[src/rtl/siso_pkg.sv]
// Shared types and default sizing for the SISO shift-register sequencer.
// The state encoding is fixed so it matches what the surrounding SISO code already uses.
package siso_pkg;

    typedef enum logic [1:0] {
        IDLE  = 2'd0,
        SHIFT = 2'd1,
        DONE  = 2'd2
    } siso_state_e;

    localparam int SISO_DEPTH = 4;
    localparam int SISO_WORD  = 8;

endpackage : siso_pkg

[src/rtl/siso_shift_ctrl.sv]
// Loopback sequencer for a DEPTH-stage SISO shift register: serializes a word MSB-first
// onto sdi, re-captures it from the last stage and reports the word plus a match flag.
module siso_shift_ctrl
    import siso_pkg::*;
#(
    parameter int WIDTH = SISO_WORD,
    parameter int DEPTH = SISO_DEPTH
) (
    input  logic             clk,
    input  logic             rst,
    input  logic             start_valid,
    output logic             start_ready,
    input  logic [WIDTH-1:0] tx_data,
    output logic             sdi,
    input  logic             sdo,
    output logic             busy,
    output logic             done_valid,
    input  logic             done_ready,
    output logic [WIDTH-1:0] rx_data,
    output logic             match
);

    localparam int CNT_W = $clog2(WIDTH + DEPTH);

    // Count values where the outgoing bits end, the capture window opens, and the last sample lands
    localparam logic [CNT_W-1:0] CNT_TX_LAST = CNT_W'(WIDTH - 1);
    localparam logic [CNT_W-1:0] CNT_CAP     = CNT_W'(DEPTH);
    localparam logic [CNT_W-1:0] CNT_LAST    = CNT_W'(WIDTH + DEPTH - 1);

    siso_state_e      state_r, state_s;
    logic [CNT_W-1:0] cnt_r, cnt_s;
    logic [WIDTH-1:0] tx_hold_r, tx_hold_s;
    logic [WIDTH-1:0] tx_shift_r, tx_shift_s;
    logic [WIDTH-1:0] rx_shift_r, rx_shift_s;
    logic [WIDTH-1:0] rx_cap_s;
    logic             sdi_r, sdi_s;
    logic             done_valid_r, done_valid_s;
    logic [WIDTH-1:0] rx_data_r, rx_data_s;
    logic             match_r, match_s;
    logic             busy_r, busy_s;
    logic             start_ready_r, start_ready_s;

    // Next-state and next-output logic for the IDLE/SHIFT/DONE sequencer
    always_comb begin
        state_s      = state_r;
        cnt_s        = cnt_r;
        tx_hold_s    = tx_hold_r;
        tx_shift_s   = tx_shift_r;
        rx_shift_s   = rx_shift_r;
        sdi_s        = 1'b0;
        done_valid_s = done_valid_r;
        rx_data_s    = rx_data_r;
        match_s      = match_r;
        rx_cap_s     = rx_shift_r << 1;
        rx_cap_s[0]  = sdo;

        case (state_r)
            IDLE: begin
                if (start_valid) begin
                    tx_hold_s  = tx_data;
                    sdi_s      = tx_data[WIDTH-1];
                    tx_shift_s = tx_data << 1;
                    rx_shift_s = '0;
                    cnt_s      = '0;
                    state_s    = SHIFT;
                end else begin
                    state_s = IDLE;
                end
            end
            SHIFT: begin
                cnt_s      = cnt_r + CNT_W'(1);
                tx_shift_s = tx_shift_r << 1;
                if (cnt_r < CNT_TX_LAST) begin
                    sdi_s = tx_shift_r[WIDTH-1];
                end else begin
                    sdi_s = 1'b0;
                end
                if (cnt_r >= CNT_CAP) begin
                    rx_shift_s = rx_cap_s;
                end else begin
                    rx_shift_s = rx_shift_r;
                end
                // Leaving SHIFT clears cnt so it cannot wrap when WIDTH+DEPTH is a power of two
                if (cnt_r == CNT_LAST) begin
                    state_s      = DONE;
                    cnt_s        = '0;
                    done_valid_s = 1'b1;
                    rx_data_s    = rx_cap_s;
                    match_s      = (rx_cap_s == tx_hold_r);
                end else begin
                    state_s = SHIFT;
                end
            end
            DONE: begin
                if (done_ready) begin
                    done_valid_s = 1'b0;
                    state_s      = IDLE;
                end else begin
                    state_s = DONE;
                end
            end
            default: begin
                state_s      = IDLE;
                cnt_s        = '0;
                done_valid_s = 1'b0;
            end
        endcase

        busy_s        = (state_s != IDLE);
        start_ready_s = (state_s == IDLE);
    end

    // State and output registers; rst aborts any transfer and discards partial results
    always_ff @(posedge clk) begin
        if (rst) begin
            state_r       <= IDLE;
            cnt_r         <= '0;
            tx_hold_r     <= '0;
            tx_shift_r    <= '0;
            rx_shift_r    <= '0;
            sdi_r         <= 1'b0;
            done_valid_r  <= 1'b0;
            rx_data_r     <= '0;
            match_r       <= 1'b0;
            busy_r        <= 1'b0;
            start_ready_r <= 1'b1;
        end else begin
            state_r       <= state_s;
            cnt_r         <= cnt_s;
            tx_hold_r     <= tx_hold_s;
            tx_shift_r    <= tx_shift_s;
            rx_shift_r    <= rx_shift_s;
            sdi_r         <= sdi_s;
            done_valid_r  <= done_valid_s;
            rx_data_r     <= rx_data_s;
            match_r       <= match_s;
            busy_r        <= busy_s;
            start_ready_r <= start_ready_s;
        end
    end

    assign start_ready = start_ready_r;
    assign sdi         = sdi_r;
    assign busy        = busy_r;
    assign done_valid  = done_valid_r;
    assign rx_data     = rx_data_r;
    assign match       = match_r;

endmodule : siso_shift_ctrl
[config.mk]
export PLATFORM = sky130hd
export DESIGN_NAME = siso_shift_ctrl
export DESIGN_NICKNAME = d
export VERILOG_FILES = /design/src/rtl/siso_pkg.sv /design/src/rtl/siso_shift_ctrl.sv
export SDC_FILE = /design/constraint.sdc
export NUM_CORES = 1
export LEC_CHECK = 0
export CORE_AREA = 5 5 70 59
export CTS_CLUSTER_SIZE = 20
export DETAILED_ROUTE_END_ITERATION = 10
export DIE_AREA = 0 0 75 64
export MAX_ROUTING_LAYER = met4
export PLACE_DENSITY = 0.85
export SLEW_MARGIN = 15
export SYNTH_ARGS = -nofsm -noshare
export SYNTH_HDL_FRONTEND = slang
export SYNTH_SLANG_ARGS = --single-unit
[constraint.sdc]
create_clock -name clk -period 1.67 [get_ports clk]
set_input_delay 0.334 -clock clk [delete_from_list [all_inputs] [get_ports clk]]
set_output_delay 0.334 -clock clk [all_outputs]
set_load 0.01 [all_outputs]
==> metrics.md, run 1 <==
| Metric | Value |
|---|---|
| Syn_area_per_cell | `8.41 sq um` |
| Mapped Cells | `200` |
| Cts repair resizes | `0` |
| Routed len/inst | `12.9 um` |
| Post-CTS Setup Bufs | `0` |
| Slowest stage cell on the critical path | `clkdlybuf4s50_1` |
| Routed Antenna Nets | `0` |
| Worst-skew pair later-pin latency | `290 ps` |
| Slew @ Worst Pin | `461 ps` |
| Hpwl dp | `2.51 mm` |
| Cell family with most CP delay | `buffers and inverters` |
| CTS tree | `yes` |
| Clock slew at reported path FFs | `70 ps` |
| Status | `finished, final reports clean` |
| Post-synthesis sequential area ratio | `48.8%` |
| Worst reg2reg endpoint | `match` |
| Hold Crit Class | `register to register` |
| R2R cell count | `5` |
| FP Rows | `19` |
| Vias per inst | `5.34` |
| Fillcell total | `278` |
| Max Cap Viol | `0` |
| DIE WIDTH | `75 um` |
| Final Instance Count excl. Fillers | `273` |
| Clk_skew | `3.95 ps` |
| Crit Path Max Fanout | `2` |
| Largest net degree at the start of global routing | `41` |
| Root Driver | `clkbuf_8` |
| Capture point of the worst path | `done_valid` |
| CP Capture Type | `output port` |
| Pleak | `0.792 nW` |
| Placed Cells | `266` |
| DRC | `0` |
| Die height | `64 um` |
| Min Tclk post-route | `1510 ps` |
| Diode count | `0` |
| Yosys cell types | `31` |
| Final Slew Violations | `0` |
| GRT overflow | `0` |
| Worst path cell trace | `clkdlybuf4s50_1` |
| First-pass GRT wire length | `6.27 mm` |
| Pre-antenna DRT Iters | `4` |
| Yosys warns | `0` |
| Tot Pwr | `1.89 mW` |
| Worst vdd ir | `0.531 mV` |
| Crit Path Category | `register to output port` |
| # nets final | `245` |
| Crit path largest cell delay | `550 ps` |
| Antenna violations before repair | `0` |
| RSZ-0062 raised after global routing | `no` |
| Critical path launch point | `done_valid` |
| Tcrit/Tclk final | `90.6%` |
| Number of I/O pins | `26` |
| GPL Wtd Cong | `0.814` |
| DRT iter0 DRCs | `103` |
| Crit path depth | `1` |
| Setup-failing EPs final | `0` |
| Number of synthesized register bits | `41` |
| Max Buffers Root-to-Sink | `2` |
| Cts hold-fix bufs | `0` |
| H-tree levels | `2` |
| Port Buffers | `25` |
| Worst path arrival time | `1180 ps` |
| Endpoints failing hold | `0` |
| Reg2reg start | `cnt_r[0]` |
| F_max | `0.661 GHz` |
| Pwr/cell area | `898 nW/um^2` |
| Vias in the first global route | `1400` |
| Core Box Area | `3350 sq um` |
| CP Launch Type | `register` |
| Post-Route WL | `3.51 mm` |
| WP buf/inv | `1` |
| Setup ws final | `157 ps` |
| Initial Utilization | `50.2%` |
| CTS Buf Count | `5` |
| Clock sinks | `41` |
| Cell Area, Synth | `1680 sq um` |
| Overall global routing resource usage | `17.2%` |
| Routed via count | `1457` |
| R2r setup slk | `190 ps` |
| Relative slew slack | `69.2%` |
| Syn Nets | `214` |
| Worst Path Required | `1340 ps` |
| Share of cells above drive strength 1 | `7.79%` |
| Die area | `4800 sq um` |
| Post-route setup TNS | `0 ps` |
| P&R area growth vs syn | `25.1%` |
| Post-place setup slack | `-78.7 ps` |
## how the worst min path moves through the flow
stage / start / endpoint / slack, ps / depth (start not counted)
3_5_place_dp: rx_data[7] / rx_data[7] / 450 / 2
3_3_place_gp: rx_data[5] / rx_data[5] / 440 / 2
5_1_grt: rx_data[4] / rx_data[4] / 480 / 2
4_1_cts: rx_data[7] / rx_data[7] / 460 / 2
2_1_floorplan: tx_shift_r[1] / tx_shift_r[1] / 440 / 2
6_report: rx_data[7] / rx_data[7] / 450 / 2
## registers in the layout (all words and copies together) (netlist names)
signal	count
tx_hold_r	8
cnt_r	4
busy	1
start_ready	1
match	1
state_r	2
rx_shift_r	7
tx_shift_r	7
rx_data	8
done_valid	1
sdi	1
## synth_stat cells
cell type / instances / share of area, %
xnor2_1: 7 / 3.6
a211oi_1: 2 / 0.89
nand3b_1: 1 / 0.45
buf_2: 5 / 1.5
and3b_1: 1 / 0.52
inv_1: 3 / 0.67
and2b_1: 1 / 0.45
nor3b_1: 1 / 0.45
and2_1: 1 / 0.37
or4_4: 1 / 0.67
a22oi_1: 8 / 3.6
buf_4: 2 / 0.89
nand2_1: 21 / 4.7
mux2i_1: 7 / 4.2
nor2b_1: 6 / 2.2
nor2_1: 39 / 8.7
nor3_1: 9 / 2.7
a21oi_1: 24 / 7.1
a21o_1: 2 / 0.89
nand2b_1: 2 / 0.74
or3_1: 1 / 0.37
ha_1: 1 / 0.74
dfxtp_1: 41 / 49
clkbuf_1: 4 / 0.89
nand3_1: 3 / 0.89
xor2_1: 1 / 0.52
nand4_1: 1 / 0.37
o2111ai_1: 1 / 0.52
o21bai_1: 1 / 0.45
o21ai_2: 1 / 0.52
o21ai_1: 2 / 0.60
## logic make-up (layout without fill, tap and decap cells)
group	after synthesis	count (layout)	share of synthesized area, %
simple gates	88	88	23.6
compound gates	41	41	14.6
flops	41	41	48.8
buf+inv	14	45	3.94
xor+xnor	8	8	4.17
mux	7	7	4.17
fa+ha+maj	1	1	0.744
## metal layers
metal	up-vias	wire, um	global-route usage, %
li1	737	-	-
met1	683	1630	22.0
met2	30	1650	25.0
met3	7	161	4.23
met4	0	74	8.67
met5	-	0	-
## cells in the final DEF, fill, tap and decap left out, types with 2 or more instances in the layout
cell type	netlist	routed
inv_1	3	3
a21o_1	2	2
a21oi_1	24	24
dfxtp_1	41	41
o21ai_1	2	2
a22oi_1	8	8
clkdlybuf4s50_1	0	25
clkbuf_8	0	6
nand2b_1	2	2
nand3_1	3	3
nor2_1	39	39
buf_4	2	9
xnor2_1	7	7
mux2i_1	7	7
a211oi_1	2	2
nand2_1	21	21
nor2b_1	6	6
nor3_1	9	9
## report_power, final
| group | leakage, nW | internal (mW) | switching, mW | total, mW |
|---|---|---|---|---|
| clock | 0.0443 | 0.328 | 0.313 | 0.641 |
| sequential | 0.335 | 1.01 | 0.0238 | 1.04 |
| combinational | 0.413 | 0.109 | 0.102 | 0.211 |
| total | 0.792 | 1.45 | 0.439 | 1.89 |
## final cells by class
type	instances	area [sq um]	share of cell area (%)
Sequential cell	41	821	39.0
Multi-Input combinational cell	145	795	37.8
Timing Repair Buffer	35	338	16.1
Clock buffer	7	86.3	4.10
Tap cell	42	52.6	2.50
Inverter	3	11.3	0.535
## stage by stage
| step | util [%] | hold slack [ps] | instance area (sq um) |
|---|---|---|---|
| 3_5_place_dp | 60.2 | 446 | 2020 |
| 6_report | 62.7 | 453 | 2100 |
| 4_1_cts | 62.7 | 456 | 2100 |
| 5_1_grt | 62.7 | 479 | 2100 |
| 3_3_place_gp | 60.2 | 444 | 2020 |
| 2_1_floorplan | - | 437 | 1680 |
No activity file was read; power rests on OpenSTA's default activity.
==> inputs of run 2 (changes only) <==
--- a/config.mk
+++ b/config.mk
@@ -5,6 +5,7 @@
 export SDC_FILE = /design/constraint.sdc
 export NUM_CORES = 1
 export LEC_CHECK = 0
+export CAP_MARGIN = 20
 export CORE_AREA = 5 5 70 59
 export CTS_CLUSTER_SIZE = 20
 export DETAILED_ROUTE_END_ITERATION = 10
==> results of run 2 <==
The final DEF is identical to that of run 1; final timing and power are the same.
